File: config.mk
export PLATFORM = sky130hd
export DESIGN_NAME = cache_line_ctrl
export DESIGN_NICKNAME = d
export VERILOG_FILES = /design/src/rtl/cache_pkg.sv /design/src/rtl/cache_ben_dec.sv /design/src/rtl/cache_line_ctrl.sv
export SDC_FILE = /design/constraint.sdc
export NUM_CORES = 1
export LEC_CHECK = 0
export BUFFER_PORTS_ARGS = -buffer_cell sky130_fd_sc_hd__buf_2
export CAP_MARGIN = 20
export CELL_PAD_IN_SITES_DETAIL_PLACEMENT = 0
export CELL_PAD_IN_SITES_GLOBAL_PLACEMENT = 1
export CORE_AREA = 2 2 247 249
export DETAILED_ROUTE_END_ITERATION = 8
export DIE_AREA = 0 0 249 251
export PLACE_DENSITY = 0.41
export RECOVER_POWER = 25
export REMOVE_ABC_BUFFERS = 1
export SYNTH_ARGS = -nofsm -noshare
export SYNTH_HDL_FRONTEND = slang
export SYNTH_HIERARCHICAL = 1
export SYNTH_SLANG_ARGS = --single-unit
File: constraint.sdc
create_clock -name clk -period 4.9 [get_ports clk]
set_clock_uncertainty 0.1 [all_clocks]
set_input_delay 0 -clock clk [delete_from_list [all_inputs] [get_ports clk]]
set_output_delay 0 -clock clk [all_outputs]
set_load 0.03 [all_outputs]
File: src/rtl/cache_pkg.sv
// Shared definitions for the single-line cache controller:
// line geometry, controller state encoding and the tag helper.
package cache_pkg;

    localparam int LINE_BYTES = 32;
    localparam int OFFSET_W   = 5;

    typedef enum logic [2:0] {
        IDLE,
        LOOKUP,
        FILL_REQ,
        FILL,
        MEM_WR,
        RESP
    } state_e;

    // Tag of a byte address; callers truncate to their tag width.
    function automatic logic [31:0] addr_tag(input logic [31:0] addr);
        return addr >> OFFSET_W;
    endfunction

endpackage

File: src/rtl/cache_ben_dec.sv
// Byte-enable decoder for the 32-byte data array.
// Ports: en gates the output, fill_mode selects a beat-wide run of
// MEM_W/8 bytes at beat*(MEM_W/8), else a one-hot byte at offset.
module cache_ben_dec
    import cache_pkg::*;
#(
    parameter int MEM_W  = 32,
    parameter int BEAT_W = 3
) (
    input  logic                  en,
    input  logic                  fill_mode,
    input  logic [OFFSET_W-1:0]   offset,
    input  logic [BEAT_W-1:0]     beat,
    output logic [LINE_BYTES-1:0] dec
);

    localparam int BPB = MEM_W / 8;
    // 64-bit intermediate so a full-line beat (BPB=32) yields all ones.
    localparam logic [LINE_BYTES-1:0] BEAT_MASK =
        LINE_BYTES'((64'd1 << BPB) - 64'd1);

    always_comb begin
        dec = '0;
        if (en) begin
            if (fill_mode) begin
                dec = BEAT_MASK << (int'(beat) * BPB);
            end else begin
                dec = LINE_BYTES'(1) << offset;
            end
        end
    end

endmodule

File: src/rtl/cache_line_ctrl.sv
// Single-line write-through, no-write-allocate cache controller.
// Ports: CPU byte req/ready, memory fill/write-through, data array strobes.
module cache_line_ctrl
    import cache_pkg::*;
#(
    parameter int ADDR_W = 16,
    parameter int MEM_W  = 32
) (
    input  logic              clk,
    input  logic              reset,
    input  logic              flush,
    input  logic              cpu_req,
    input  logic              cpu_we,
    input  logic [ADDR_W-1:0] cpu_addr,
    input  logic [7:0]        cpu_wdata,
    output logic              cpu_ready,
    output logic [7:0]        cpu_rdata,
    output logic              mem_req,
    output logic              mem_we,
    output logic [ADDR_W-1:0] mem_addr,
    output logic [7:0]        mem_wdata,
    input  logic              mem_ack,
    input  logic              mem_rvalid,
    input  logic [MEM_W-1:0]  mem_rdata,
    output logic              arr_regWrite,
    output logic [31:0]       arr_decOut,
    output logic [255:0]      arr_wdata,
    input  logic [255:0]      arr_rdata
);

    localparam int TAG_W  = ADDR_W - OFFSET_W;
    localparam int BEATS  = 256 / MEM_W;
    localparam int BEAT_W = (BEATS > 1) ? $clog2(BEATS) : 1;
    localparam logic [BEAT_W-1:0] LAST_BEAT = BEAT_W'(BEATS - 1);

    state_e              state_q, state_d;
    logic                valid_q, valid_d;
    logic [TAG_W-1:0]    tag_q, tag_d;
    logic [BEAT_W-1:0]   beat_q, beat_d;
    logic [ADDR_W-1:0]   addr_q, addr_d;
    logic                we_q, we_d;
    logic [7:0]          wdata_q, wdata_d;
    logic [7:0]          rdata_q, rdata_d;

    logic                dec_en;
    logic                dec_fill;
    logic [OFFSET_W-1:0] offset;
    logic [TAG_W-1:0]    req_tag;
    logic                hit;
    logic [7:0]          rd_byte;

    assign offset  = addr_q[OFFSET_W-1:0];
    assign req_tag = TAG_W'(addr_tag(32'(addr_q)));
    assign hit     = valid_q && (tag_q == req_tag);
    assign rd_byte = arr_rdata[{offset, 3'b000} +: 8];

    cache_ben_dec #(
        .MEM_W (MEM_W),
        .BEAT_W(BEAT_W)
    ) u_ben_dec (
        .en       (dec_en),
        .fill_mode(dec_fill),
        .offset   (offset),
        .beat     (beat_q),
        .dec      (arr_decOut)
    );

    always_comb begin
        state_d      = state_q;
        valid_d      = valid_q;
        tag_d        = tag_q;
        beat_d       = beat_q;
        addr_d       = addr_q;
        we_d         = we_q;
        wdata_d      = wdata_q;
        rdata_d      = rdata_q;
        cpu_ready    = 1'b0;
        cpu_rdata    = rdata_q;
        mem_req      = 1'b0;
        mem_we       = 1'b0;
        mem_addr     = '0;
        mem_wdata    = '0;
        arr_regWrite = 1'b0;
        arr_wdata    = '0;
        dec_en       = 1'b0;
        dec_fill     = 1'b0;
        // Outputs are forced quiet while reset is held so a reset that
        // lands mid-fill cannot let a late beat reach the array.
        if (reset) begin
            cpu_rdata = '0;
        end else begin
            unique case (state_q)
                IDLE: begin
                    if (flush) valid_d = 1'b0;
                    if (cpu_req) begin
                        addr_d  = cpu_addr;
                        we_d    = cpu_we;
                        wdata_d = cpu_wdata;
                        state_d = LOOKUP;
                    end
                end
                LOOKUP: begin
                    if (we_q) begin
                        if (hit) begin
                            arr_regWrite = 1'b1;
                            dec_en       = 1'b1;
                            arr_wdata    = {32{wdata_q}};
                        end
                        state_d = MEM_WR;
                    end else begin
                        state_d = hit ? RESP : FILL_REQ;
                    end
                end
                FILL_REQ: begin
                    mem_req  = 1'b1;
                    mem_addr = {addr_q[ADDR_W-1:OFFSET_W],
                                {OFFSET_W{1'b0}}};
                    beat_d   = '0;
                    // Line is about to be partially overwritten.
                    valid_d  = 1'b0;
                    state_d  = FILL;
                end
                FILL: begin
                    if (mem_rvalid) begin
                        arr_regWrite = 1'b1;
                        dec_en       = 1'b1;
                        dec_fill     = 1'b1;
                        arr_wdata    = {BEATS{mem_rdata}};
                        if (beat_q == LAST_BEAT) begin
                            valid_d = 1'b1;
                            tag_d   = req_tag;
                            state_d = RESP;
                        end else begin
                            beat_d = beat_q + 1'b1;
                        end
                    end
                end
                MEM_WR: begin
                    mem_req   = 1'b1;
                    mem_we    = 1'b1;
                    mem_addr  = addr_q;
                    mem_wdata = wdata_q;
                    if (mem_ack) state_d = RESP;
                end
                RESP: begin
                    cpu_ready = 1'b1;
                    if (!we_q) begin
                        rdata_d   = rd_byte;
                        cpu_rdata = rd_byte;
                    end
                    state_d = IDLE;
                end
                default: state_d = IDLE;
            endcase
        end
    end

    always_ff @(posedge clk) begin
        if (reset) begin
            state_q <= IDLE;
            valid_q <= 1'b0;
            tag_q   <= '0;
            beat_q  <= '0;
            addr_q  <= '0;
            we_q    <= 1'b0;
            wdata_q <= '0;
            rdata_q <= '0;
        end else begin
            state_q <= state_d;
            valid_q <= valid_d;
            tag_q   <= tag_d;
            beat_q  <= beat_d;
            addr_q  <= addr_d;
            we_q    <= we_d;
            wdata_q <= wdata_d;
            rdata_q <= rdata_d;
        end
    end

endmodule

==> flow_results.org <==
** Synthesis
- Ys Warns :: 6
- Synthesis produced a netlist whose cell count is 924.
- Area share of the largest cell type after synthesis :: 24.17%
- Main area contributors after synthesis :: sky130_fd_sc_hd__buf_4 24%, sky130_fd_sc_hd__mux2i_1 18%, sky130_fd_sc_hd__dfxtp_1 15%, sky130_fd_sc_hd__a21oi_1 7.3%, sky130_fd_sc_hd__a22oi_1 7.1%
- In this run, synthesis produced a sequential element count of approximately 50.
- After synthesis, flip-flops and latches occupy between 10 and 15% of the total area.
- Unique masters post-synth :: 47
- List of most frequent post-synthesis cells :: 226 x sky130_fd_sc_hd__buf_4, 128 x sky130_fd_sc_hd__mux2i_1, 107 x sky130_fd_sc_hd__nand2_1, 103 x sky130_fd_sc_hd__a21oi_1, 66 x sky130_fd_sc_hd__a22oi_1
- Number of flops mapped to enable cells by yosys :: 0
- Most common flop cell mapped by yosys :: sky130_fd_sc_hd__dfxtp_1
- Mux cell area share after synthesis :: 18.25%
- Summing the areas of all xor and xnor instances in the mapped netlist gives approximately 1.5% of the synthesized area.
- The synthesized netlist devotes 19.61% of its cell area to compound gates.
- Largest family of logic cells by synthesized area :: buffers and inverters
- After synthesis the cells add up to 7019 um2.
- The synthesized design spends more area on one cell type than any other, namely sky130_fd_sc_hd__buf_4.
- Each instance of the synthesized netlist takes up on average 7.597 um2.
- After Yosys synthesis, and, or, nand and nor cells account for 15.95% of the synthesized area.
- Most common cell in the netlist :: sky130_fd_sc_hd__buf_4
- Adder-Cell Fraction of Synth Area :: 0.3565%
- For this run, asynchronously set or reset flops after synthesis account for 0%.

** Hold path
- The worst hold path begins at flush.
- The worst hold path passes through 6 cells.
- The min-delay analysis places its worst path in the category primary input to register.
- Terminating pin of the worst hold path :: valid_q

** Power
- In this run the static leakage power is 4.690 nW.
- Power after layout :: 1.675 mW
- Peak ir drop on the vdd network :: 0.0001227 V
- Areal power density over the cells :: 170.8 nW/um2

** Clock network
- TritonCTS clock tree :: built
- Number of gates resized after cts :: 0
- The tree is rooted in a sky130_fd_sc_hd__clkbuf_16.
- The clock net in this run drives a total of 51 sinks.
- TritonCTS created 5 clock buffers.
- In this run the deepest clock path goes through 2 buffers.
- CTS clock-pin slew for the worst setup and hold paths :: 0.09 ns
- Clock latency of the later-clocked register in the worst-skew pair :: 0.33 ns
- Maximum level of the CTS H-tree :: 2

** Worst setup path
- Measured in cells, the most critical reg-to-reg path has a length of 6.
- STA classifies the critical path endpoint as a primary output.
- The worst register-to-register path begins at state_q[0].
- Reg-to-reg endpoint :: tag_q[8]
- CP Launch Type :: register
- Of all nets on the critical path, the largest fanout is 39.
- Data arrives at the worst endpoint at just under 4 ns.
- Across all register-to-register paths, the minimum setup slack is about 1.4 ns.
- STA puts the critical path data required time at 4.80 ns.
- Category of the most critical setup path :: register to primary output

** STA
- Share of the clock period used by the worst path :: 81.42%
- Final Critical Period :: 3.989 ns
- Number of endpoints failing setup at the final stage :: 0
- Measured against its own limit, the worst slew margin works out to -51.24%.
- Setup repair after global routing left no endpoint under its margin.
- Fmax :: ~250 MHz
- Fin. max-slew vios :: 38
- Pin slew with the least headroom to its limit :: 2.269 ns
- Hold Fails Final Rpt :: 0

** Route
- After detailed routing, the number of vias per cell comes to 3.838.
- Once detail routing completed, the nets flagged for antenna violations numbered 0.
- Wires add up to 38,900 um.
- The detailed router placed 8,155 vias in this run.
- Routed wire length per instance :: between 15 and 20 um
- DRT Pass-1 Iters :: 4
- In this run, the number of DRC markers left after iteration 0 of detailed routing was 434.
- DRC errors left :: 0

** Floorplan
- Number of I/O pins :: 643
- Core box area :: 59,790 um2
- Row generation in the floorplan step produced 90 rows.
- The floorplan step set the die height to roughly 250 um.
- Floorplan die width :: 249 um
- Area of the die :: 62,500 um2
- Starting density of the core :: 11.74%

** Status
- The flow ran to the end, but the final reports show violations.
- Failing checks :: capacitance limit, slew limit

** Placement
- The congestion estimate from routability-driven global placement came to 0.8149.
- DPL Wire Length :: ~32,000 um
- The count of buffers added on input and output ports is 642.

** Layout
- Final layout net count :: 1,661
- Cells with a size suffix above 1 make up 49.14% of the layout.
- Utilization of the core after routing :: 16.41%
- Compared with the post-synthesis result, the final layout area differs by 39.77%.

** Global route
- First-pass GRT wire length :: 53,500 um
- For this run, the total global-route usage over all layers was measured as 11.61%.
- Total grt overflow :: 0
- Entering global routing, the biggest net connects 40 pins.
- The via count of the first global-routing pass was approximately 8,000.
- Initial antenna violation count :: 6

** Run
- Count of maximum capacitance violations :: 1
registers in the layout, indices dropped and copies added (netlist names):
register,count
wdata_q,8
addr_q,16
rdata_q,8
beat_q,3
valid_q,1
tag_q,11
we_q,1
state_q,3
layout make-up:
type                            count  area (um2)
Inverter                            1       3.754
Antenna cell                        2       5.005
Tap cell                          782       978.4
Clock inverter                      3       33.78
Fill cell                        6906       49980
Multi-Input combinational cell    580        3935
Clock buffer                        5       125.1
Timing Repair Buffer              701        3705
Sequential cell                    51        1025
how the worst max path moves through the flow:
stage | slack, ns | cells past startpoint | from | endpoint
floorplan | -1.54 | 5 | addr_q[0] | rdata_q[6]
global placement | 1.61 | 6 | state_q[0] | arr_wdata[191]
detailed placement | 1.55 | 6 | state_q[0] | arr_wdata[31]
CTS | 1.15 | 6 | state_q[0] | arr_wdata[31]
global route | 0.58 | 7 | addr_q[0] | cpu_rdata[1]
finish | 0.91 | 7 | addr_q[0] | cpu_rdata[6]
routing by layer:
metal	track usage (%)	wire, um	vias up
li1	-	-	3871
met1	12.35	14500	3789
met2	22.57	20570	444
met3	2.205	2590	47
met4	4.173	1216	4
met5	0	27	-
timing repair:
item / in CTS / in global routing
endpoints found under the hold margin: 32 / 0
hold buffers: 39 / 0
setup buffers: 0 / 0
cells by family (layout without fill, tap and decap cells):
group           count (synthesis)  after routing
compound gates                217            217
xor+xnor                       12             12
fa+ha+maj                       2              2
buf+inv                       293            710
flops                          51             51
mux                           128            128
other cells                     0              2
simple gates                  221            221
placed cells by master, fill, tap and decap left out, types with 3 or more instances in the layout:
cell type,n
sky130_fd_sc_hd__nor2_1,23
sky130_fd_sc_hd__nand4_1,3
sky130_fd_sc_hd__nand2_1,107
sky130_fd_sc_hd__dlygate4sd3_1,39
sky130_fd_sc_hd__o22ai_1,31
sky130_fd_sc_hd__xnor2_1,12
sky130_fd_sc_hd__mux2i_1,128
sky130_fd_sc_hd__dfxtp_1,50
sky130_fd_sc_hd__a211oi_2,5
sky130_fd_sc_hd__buf_4,15
sky130_fd_sc_hd__nand4bb_1,4
sky130_fd_sc_hd__and2_0,13
sky130_fd_sc_hd__nand3_1,15
sky130_fd_sc_hd__clkbuf_1,29
sky130_fd_sc_hd__a21oi_1,103
sky130_fd_sc_hd__or4_1,8
sky130_fd_sc_hd__nand2b_1,5
sky130_fd_sc_hd__a211oi_1,4
sky130_fd_sc_hd__or3b_1,3
sky130_fd_sc_hd__clkbuf_16,5
sky130_fd_sc_hd__buf_2,618
sky130_fd_sc_hd__a22oi_1,66
sky130_fd_sc_hd__nand3b_1,6
sky130_fd_sc_hd__and2_1,12
worst max-delay path: stages, from the launching register on:
cell and delay, ns:
sky130_fd_sc_hd__dfxtp_4 0.76, sky130_fd_sc_hd__clkbuf_1 1.06, sky130_fd_sc_hd__mux2i_1 0.20, sky130_fd_sc_hd__a22oi_1 0.22, sky130_fd_sc_hd__a21oi_1 0.12, sky130_fd_sc_hd__or4_1 0.57, sky130_fd_sc_hd__a211oi_2 0.26, sky130_fd_sc_hd__buf_2 0.27
report_power, final:
part | internal (mW) | switching [mW]
sequential | 0.443 | 0.0667
clock | 0.200 | 0.233
combinational | 0.326 | 0.406
metrics by stage:
stage	hold WS [ns]	worst slack, ns	setup TNS, ns	cells	area [um2]
final	0.03359	0.9106	0	2125	9811
after CTS	0.009110	1.146	0	2123	9879
after detailed placement	0.1441	1.549	0	2076	9330
after floorplan	-0.03748	-1.542	-122.08	632	4932
after global placement	0.1424	1.612	0	2076	9330
after global routing	0.03460	0.5840	0	2125	9811
No activity file was read; power rests on OpenSTA's default activity.
